### config.mk
export PLATFORM = sky130hd
export DESIGN_NAME = sync_filter_bank
export DESIGN_NICKNAME = d
export VERILOG_FILES = /design/src/rtl/sync_pkg.sv /design/src/rtl/sync_filter_ch.sv /design/src/rtl/sync_filter_bank.sv
export SDC_FILE = /design/constraint.sdc
export NUM_CORES = 1
export LEC_CHECK = 0
export ABC_CLOCK_PERIOD_IN_PS = 3070
export CORE_MARGIN = 4
export CORE_UTILIZATION = 30
export CTS_CLUSTER_SIZE = 25
export DETAILED_ROUTE_END_ITERATION = 10
export SYNTH_ARGS = -nofsm -noshare
export SYNTH_HDL_FRONTEND = slang
export SYNTH_SLANG_ARGS = --single-unit
### constraint.sdc
create_clock -name clk -period 3.07 [get_ports clk]
set_input_delay 0.4605 -clock clk [delete_from_list [all_inputs] [get_ports clk]]
set_output_delay 0.4605 -clock clk [all_outputs]
set_load 0.03 [all_outputs]
### src/rtl/sync_pkg.sv
// Shared constants and helpers for the synchronizer/debounce filter bank.
//   MIN_SYNC_STAGES   : shortest legal synchronizer chain
//   MIN_FILTER_CYCLES : shortest legal persistence window
//   MIN_NUM_CH        : fewest legal channels
//   cnt_width()       : persistence counter width for a given window
package sync_pkg;

  localparam int unsigned MIN_SYNC_STAGES   = 2;
  localparam int unsigned MIN_FILTER_CYCLES = 1;
  localparam int unsigned MIN_NUM_CH        = 1;

  // Counter must be able to hold 0 .. filter_cycles; never narrower than 1 bit.
  function automatic int unsigned cnt_width(input int unsigned filter_cycles);
    int unsigned w;
    w = 32'($clog2(filter_cycles + 1));
    if (w < 1) begin
      w = 1;
    end
    return w;
  endfunction

endpackage

### src/rtl/sync_filter_ch.sv
// Single input-conditioning channel: reset-to-constant synchronizer chain,
// run-length persistence filter and registered edge pulses.
//   clk        : system clock, rising edge
//   n_rst      : asynchronous active-low reset
//   async_in   : raw asynchronous input
//   sync_out   : last synchronizer stage
//   filt_out   : debounced level
//   rise_pulse : one-cycle pulse when filt_out goes 0->1
//   fall_pulse : one-cycle pulse when filt_out goes 1->0
module sync_filter_ch
  import sync_pkg::*;
#(
  parameter int unsigned SYNC_STAGES   = 2,
  parameter int unsigned FILTER_CYCLES = 4,
  parameter logic        RST_VAL       = 1'b0
) (
  input  logic clk,
  input  logic n_rst,
  input  logic async_in,
  output logic sync_out,
  output logic filt_out,
  output logic rise_pulse,
  output logic fall_pulse
);

  localparam int unsigned          CNT_W    = cnt_width(FILTER_CYCLES);
  localparam logic [CNT_W-1:0]     CNT_LAST = CNT_W'(FILTER_CYCLES - 1);
  localparam logic [SYNC_STAGES-1:0] CHAIN_RST = {SYNC_STAGES{RST_VAL}};

  logic [SYNC_STAGES-1:0] chain_q, chain_d;
  logic [CNT_W-1:0]       cnt_q, cnt_d;
  logic                   filt_q, filt_d;
  logic                   rise_q, rise_d;
  logic                   fall_q, fall_d;
  logic                   sync_lvl;

  // Pure shift: stage0 only feeds stage1, keeping metastability confined.
  assign chain_d  = {chain_q[SYNC_STAGES-2:0], async_in};
  assign sync_lvl = chain_q[SYNC_STAGES-1];

  // Run-length filter: any return to the accepted level restarts the count.
  always_comb begin
    cnt_d  = cnt_q;
    filt_d = filt_q;
    rise_d = 1'b0;
    fall_d = 1'b0;
    if (sync_lvl != filt_q) begin
      if (cnt_q == CNT_LAST) begin
        filt_d = sync_lvl;
        cnt_d  = '0;
        rise_d = sync_lvl;
        fall_d = ~sync_lvl;
      end else begin
        cnt_d = cnt_q + 1'b1;
      end
    end else begin
      cnt_d = '0;
    end
  end

  // State and outputs; reset loads the constant level with no pulse.
  always_ff @(posedge clk or negedge n_rst) begin
    if (!n_rst) begin
      chain_q <= CHAIN_RST;
      cnt_q   <= '0;
      filt_q  <= RST_VAL;
      rise_q  <= 1'b0;
      fall_q  <= 1'b0;
    end else begin
      chain_q <= chain_d;
      cnt_q   <= cnt_d;
      filt_q  <= filt_d;
      rise_q  <= rise_d;
      fall_q  <= fall_d;
    end
  end

  assign sync_out   = sync_lvl;
  assign filt_out   = filt_q;
  assign rise_pulse = rise_q;
  assign fall_pulse = fall_q;

endmodule

### src/rtl/sync_filter_bank.sv
// Multi-channel boundary input conditioner: NUM_CH independent copies of
// synchronizer + persistence filter + edge detectors.
//   clk        : system clock, rising edge
//   n_rst      : asynchronous active-low reset
//   async_in   : [NUM_CH] raw asynchronous inputs
//   sync_out   : [NUM_CH] last synchronizer stage per channel
//   filt_out   : [NUM_CH] debounced levels
//   rise_pulse : [NUM_CH] one-cycle pulse on filt_out 0->1
//   fall_pulse : [NUM_CH] one-cycle pulse on filt_out 1->0
module sync_filter_bank
  import sync_pkg::*;
#(
  parameter int unsigned       NUM_CH        = 4,
  parameter int unsigned       SYNC_STAGES   = 2,
  parameter int unsigned       FILTER_CYCLES = 4,
  parameter logic [NUM_CH-1:0] RST_VAL       = '0
) (
  input  logic              clk,
  input  logic              n_rst,
  input  logic [NUM_CH-1:0] async_in,
  output logic [NUM_CH-1:0] sync_out,
  output logic [NUM_CH-1:0] filt_out,
  output logic [NUM_CH-1:0] rise_pulse,
  output logic [NUM_CH-1:0] fall_pulse
);

  // Reject illegal configurations at elaboration.
  if (NUM_CH < MIN_NUM_CH) begin : g_bad_num_ch
    $error("sync_filter_bank: NUM_CH must be >= %0d", MIN_NUM_CH);
  end
  if (SYNC_STAGES < MIN_SYNC_STAGES) begin : g_bad_sync_stages
    $error("sync_filter_bank: SYNC_STAGES must be >= %0d", MIN_SYNC_STAGES);
  end
  if (FILTER_CYCLES < MIN_FILTER_CYCLES) begin : g_bad_filter_cycles
    $error("sync_filter_bank: FILTER_CYCLES must be >= %0d", MIN_FILTER_CYCLES);
  end

  // One fully independent conditioner per channel.
  for (genvar i = 0; i < int'(NUM_CH); i++) begin : g_ch
    sync_filter_ch #(
      .SYNC_STAGES  (SYNC_STAGES),
      .FILTER_CYCLES(FILTER_CYCLES),
      .RST_VAL      (RST_VAL[i])
    ) u_ch (
      .clk       (clk),
      .n_rst     (n_rst),
      .async_in  (async_in[i]),
      .sync_out  (sync_out[i]),
      .filt_out  (filt_out[i]),
      .rise_pulse(rise_pulse[i]),
      .fall_pulse(fall_pulse[i])
    );
  end

endmodule

-- Word-level counts from Yosys, hierarchy flattened
Index checks and enable logic that the tools add are counted.
- add/subtract/negate cells: 4
- eq/ne operators: 8
- multiplexer cells: 24
- bitwise logic cells: 4
- reduce and logical (&&, ||, !) cells: 4
- operator list (operator ; count):
    2-to-1 mux 3 bit ; 8
    2-to-1 mux 1 bit ; 16
    adder 3 x 1 -> 3 bit, second input constant ; 4
    == test 3 x 2 -> 1 bit, second input constant ; 4
    AND reduction 2 bit ; 4
    inequality test 1 bit ; 4
    NOT 1 bit ; 4
- register bits after elaboration: 32
- bits of input ports: 6
- output and inout port bits: 16
- word-level logic and storage cells: 64

-- Depth between registers and ports, before layout
- word-level depth: 3
- gate-level depth with buffers: 3
- depth with buffers taken out: 3

-- By module
A second synthesis with hierarchy kept.
- cells, all modules: 68
- area, all modules: 1141.1 um^2
- modules (own cells, without submodules) (module ; instances ; cells each ; area each (um^2) ; sequential area each (um^2)):
    sync_filter_ch ; 4 ; 17 ; 285.3 ; 200.2

-- Worst setup path before layout
No wires, ideal clock.
- path kind: flip-flop to flip-flop
- start: reg g_ch[0].u_ch.cnt_q[0]
- end: reg g_ch[0].u_ch.filt_q
- setup time: 125 ps
- arrival time: 991 ps
- data required time: 2945 ps
- slack: 1954 ps
- stages on the path, launching flop included: 4
- path buffers: 0
- clock period less this slack: 1116 ps
- cell sequence: dfrtp_1 ha_1 nand2b_4 mux2_2
- cells in the longest elaborated chain, start to end: 2
- ends and longest elaborated chain (item ; line ; text):
    start, declared ; sync_filter_ch.sv:31 ; logic [CNT_W-1:0] cnt_q, cnt_d;
    start signal, assigned ; sync_filter_ch.sv:71 ; cnt_q <= cnt_d;
    == test 3 x 2 -> 1 bit ; sync_filter_ch.sv:48 ; if (cnt_q == CNT_LAST) begin
    AND reduction 2 bit (no line) ; n/a ;
    end signal, assigned ; sync_filter_ch.sv:72 ; filt_q <= filt_d;
    end, declared ; sync_filter_ch.sv:32 ; logic filt_q, filt_d;
No other way between the ends.
A chain may end at the register's enable or synchronous reset.

-- Worst setup path after layout
- start: reg g_ch[0].u_ch.filt_q
- end: out filt_out[0]
- RTL lines (item ; line ; text):
    end, declared ; sync_filter_bank.sv:22 ; output logic [NUM_CH-1:0] filt_out,
No word-level cell between the ends.

==> summary.txt <==
Run status
  – Status: finished clean

Global routing
  – Total GRT Usage: 7.496%
  – Initial antenna violation count: 0
  – Largest net degree at the start of global routing: 33
  – Congestion Overflow GR: 0
  – First-pass GRT wire length: 2.946 mm
  – Vias in the first global route: between 700 and 800

Worst setup path
  – Delay-heaviest family, CP: buffers and inverters
  – CP startpoint kind: register
  – Crit-path cells: clkdlybuf4s50_1
  – Slowest cell on crit path: clkdlybuf4s50_1
  – CP arrival: between 1 and 1.5 ns
  – CP max FO: 5
  – Worst Setup End Kind: output port
  – WP buf/inv: 1
  – Critical Path RT: between 2 and 3 ns
  – CP max stage delay: 0.71 ns
  – Crit path kind: reg -> out
  – R2r setup slk: around 1.9 ns

Clock network
  – Post-CTS Setup Repair Bufs: 0
  – Cts repair resizes: 0
  – Reg clk slew, reported paths: roughly 0.060 ns
  – CTS root buf: clkbuf_8
  – Deepest clock path buffer count: 2
  – CTS Buf Count: 5
  – CTS sink cnt: 32
  – CTS Hold Buffers Added: 0
  – Clock Latency Late Sink: 0.27 ns
  – H-tree depth: 2
  – TritonCTS clock tree: built

Floorplanning
  – Die ar.: between 5000 and 6000 um2
  – Core Box Area: slightly above 4000 um2
  – Initial cell density of the core: a little under a third
  – Die H: around 73 um
  – DIE WIDTH: 72.78 um
  – Site Rows: 23
  – I/O pins: 22

Synthesis
  – Synthesis warning total: 0
  – Count of different cell masters after synthesis: 10
  – Mapped Nets: 94
  – Mapped Cells: 84
  – Seq cells post-synth: 32
  – Synthesized area per cell: between 10 and 15 um2
  – Seq/Total Area, Yosys: between 60% and 70%
  – Cell Area, Synth: ~1300 um2

Job
  – # Max-Cap Violations: 0

Routing
  – M1 WL: roughly 670 um
  – Met3 WL: around 160 um
  – DRT iter0 DRCs: 4
  – Avg WL per Cell: around 12 um
  – Vias per Instance: 4.203
  – DRC Markers: 0
  – Top layer in use: met4
  – WL met2: 860 um
  – Vias: 622
  – Final ANT Viol Nets: 0
  – Pre-antenna DRT Iters: 2
  – Drt total wl: between 1.5 and 2 mm

Timing
  – Tcrit/Tclk final: between 60 and 70%
  – Fin crit period: between 1.5 and 2 ns
  – Slew margin rel.: between 70% and 80%
  – Worst slew pin tran: 0.3968 ns
  – Setup TNS: 0 ns
  – Final setup fails: 0
  – Final Hold Vio Count: 0
  – Fmax: between 0.5 and 0.6 GHz
  – Setup Skew: 0.004949 ns
  – Final setup margin: approximately 1.2 ns
  – Unrepaired setup endpoints after global routing: no
  – Final slew viol count: 0

Placed design
  – Setup Slack @ Placement: 1.496 ns
  – Placer congestion estimate: ~0.65
  – # port buffers: 21
  – DP HPWL: 1.233 mm

Pwr
  – Power Density: between 800 and 900 nW/um2
  – Final Power: roughly 1.3 mW
  – Leak: 0.6729 nW
  – Worst ir drop on vdd: around 0.41 mV

Finish
  – ANT cells: 0
  – Synth-to-Final Area Change: 22.76%
  – Share of cells above drive strength 1: ~15%
  – Nets: about 110

Hold path
  – Min-Delay Path Class: reg -> reg
## through the flow
| stage | cells | area (um2) | hold WS, ns | utilization [%] |
|---|---|---|---|---|
| 2_1_floorplan | 84 | 1259 | 0.1649 | - |
| 3_3_place_gp | 140 | 1419 | 0.3324 | 35.22 |
| 3_5_place_dp | 140 | 1419 | 0.3355 | 35.22 |
| 4_1_cts | 148 | 1545 | 0.3480 | 38.35 |
| 5_1_grt | 148 | 1545 | 0.3578 | 38.35 |
| 6_report | 148 | 1545 | 0.3531 | 38.35 |
## state kept, by name, summed over array words and instances (netlist names)
signal,count
g_ch.u_ch.filt_out,4
g_ch.u_ch.rise_pulse,4
g_ch.u_ch.cnt_q,12
g_ch.u_ch.chain_q,8
g_ch.u_ch.fall_pulse,4
## routing by layer
metal,vias to the layer above,GRT usage [%]
met5,-,0
met4,0,3.689
met3,5,4.270
met2,20,12.83
met1,305,7.168
li1,292,-
## cells in the final DEF (no fill, tap or decap)
| master | n |
|---|---|
| dfrtp_1 | 32 |
| bufinv_16 | 1 |
| nor2b_1 | 1 |
| clkbuf_8 | 7 |
| ha_1 | 4 |
| buf_4 | 1 |
| mux2_1 | 2 |
| mux2_2 | 2 |
| nor3b_1 | 16 |
| xnor2_1 | 4 |
| and3b_1 | 3 |
| nand2b_4 | 4 |
| clkdlybuf4s50_1 | 21 |
## logic make-up after synthesis
| kind of cell | after synthesis | synth area share [%] |
|---|---|---|
| xor+xnor | 4 | 2.783 |
| fa+ha+maj | 4 | 3.976 |
| buf+inv | 16 | 9.543 |
| flops | 32 | 63.62 |
| mux | 4 | 3.578 |
| simple gates | 24 | 16.50 |
## worst paths after layout
| check | start | to | depth (start not counted) |
|---|---|---|---|
| min reg2reg | g_ch[3].u_ch.chain_q[0] | g_ch[3].u_ch.chain_q[1] | 0 |
| max reg2reg | g_ch[0].u_ch.cnt_q[0] | g_ch[0].u_ch.filt_out | 3 |
| min | g_ch[3].u_ch.chain_q[0] | g_ch[3].u_ch.chain_q[1] | 0 |
| max in group asynchronous | n_rst | g_ch[2].u_ch.cnt_q[1] | 2 |
| max | g_ch[0].u_ch.filt_out | filt_out[0] | 1 |
| min in group asynchronous | n_rst | g_ch[2].u_ch.rise_pulse | 2 |
## final cells by class
class,count,area (um2)
fillers,385,2484
multi-input cells,36,337.8
well taps,50,62.56
repair buffers,22,217.7
flip-flops and latches,32,800.8
clock buffers,7,96.34
clock inverters,1,30.03
## cell usage after synthesis
master	number	area share, %
dfrtp_1	32	64
buf_4	16	9.5
nor3b_1	16	9.5
ha_1	4	4.0
nand2b_4	4	4.4
xnor2_1	4	2.8
and3b_1	3	2.1
mux2_1	2	1.8
mux2_2	2	1.8
nor2b_1	1	0.50
## report_power, final
part           switching (mW)  internal (mW)
logic                   0.174          0.168
registers              0.0581          0.503
clock network           0.145          0.286
total                   0.377          0.957
(Power assumes the default switching activity.)
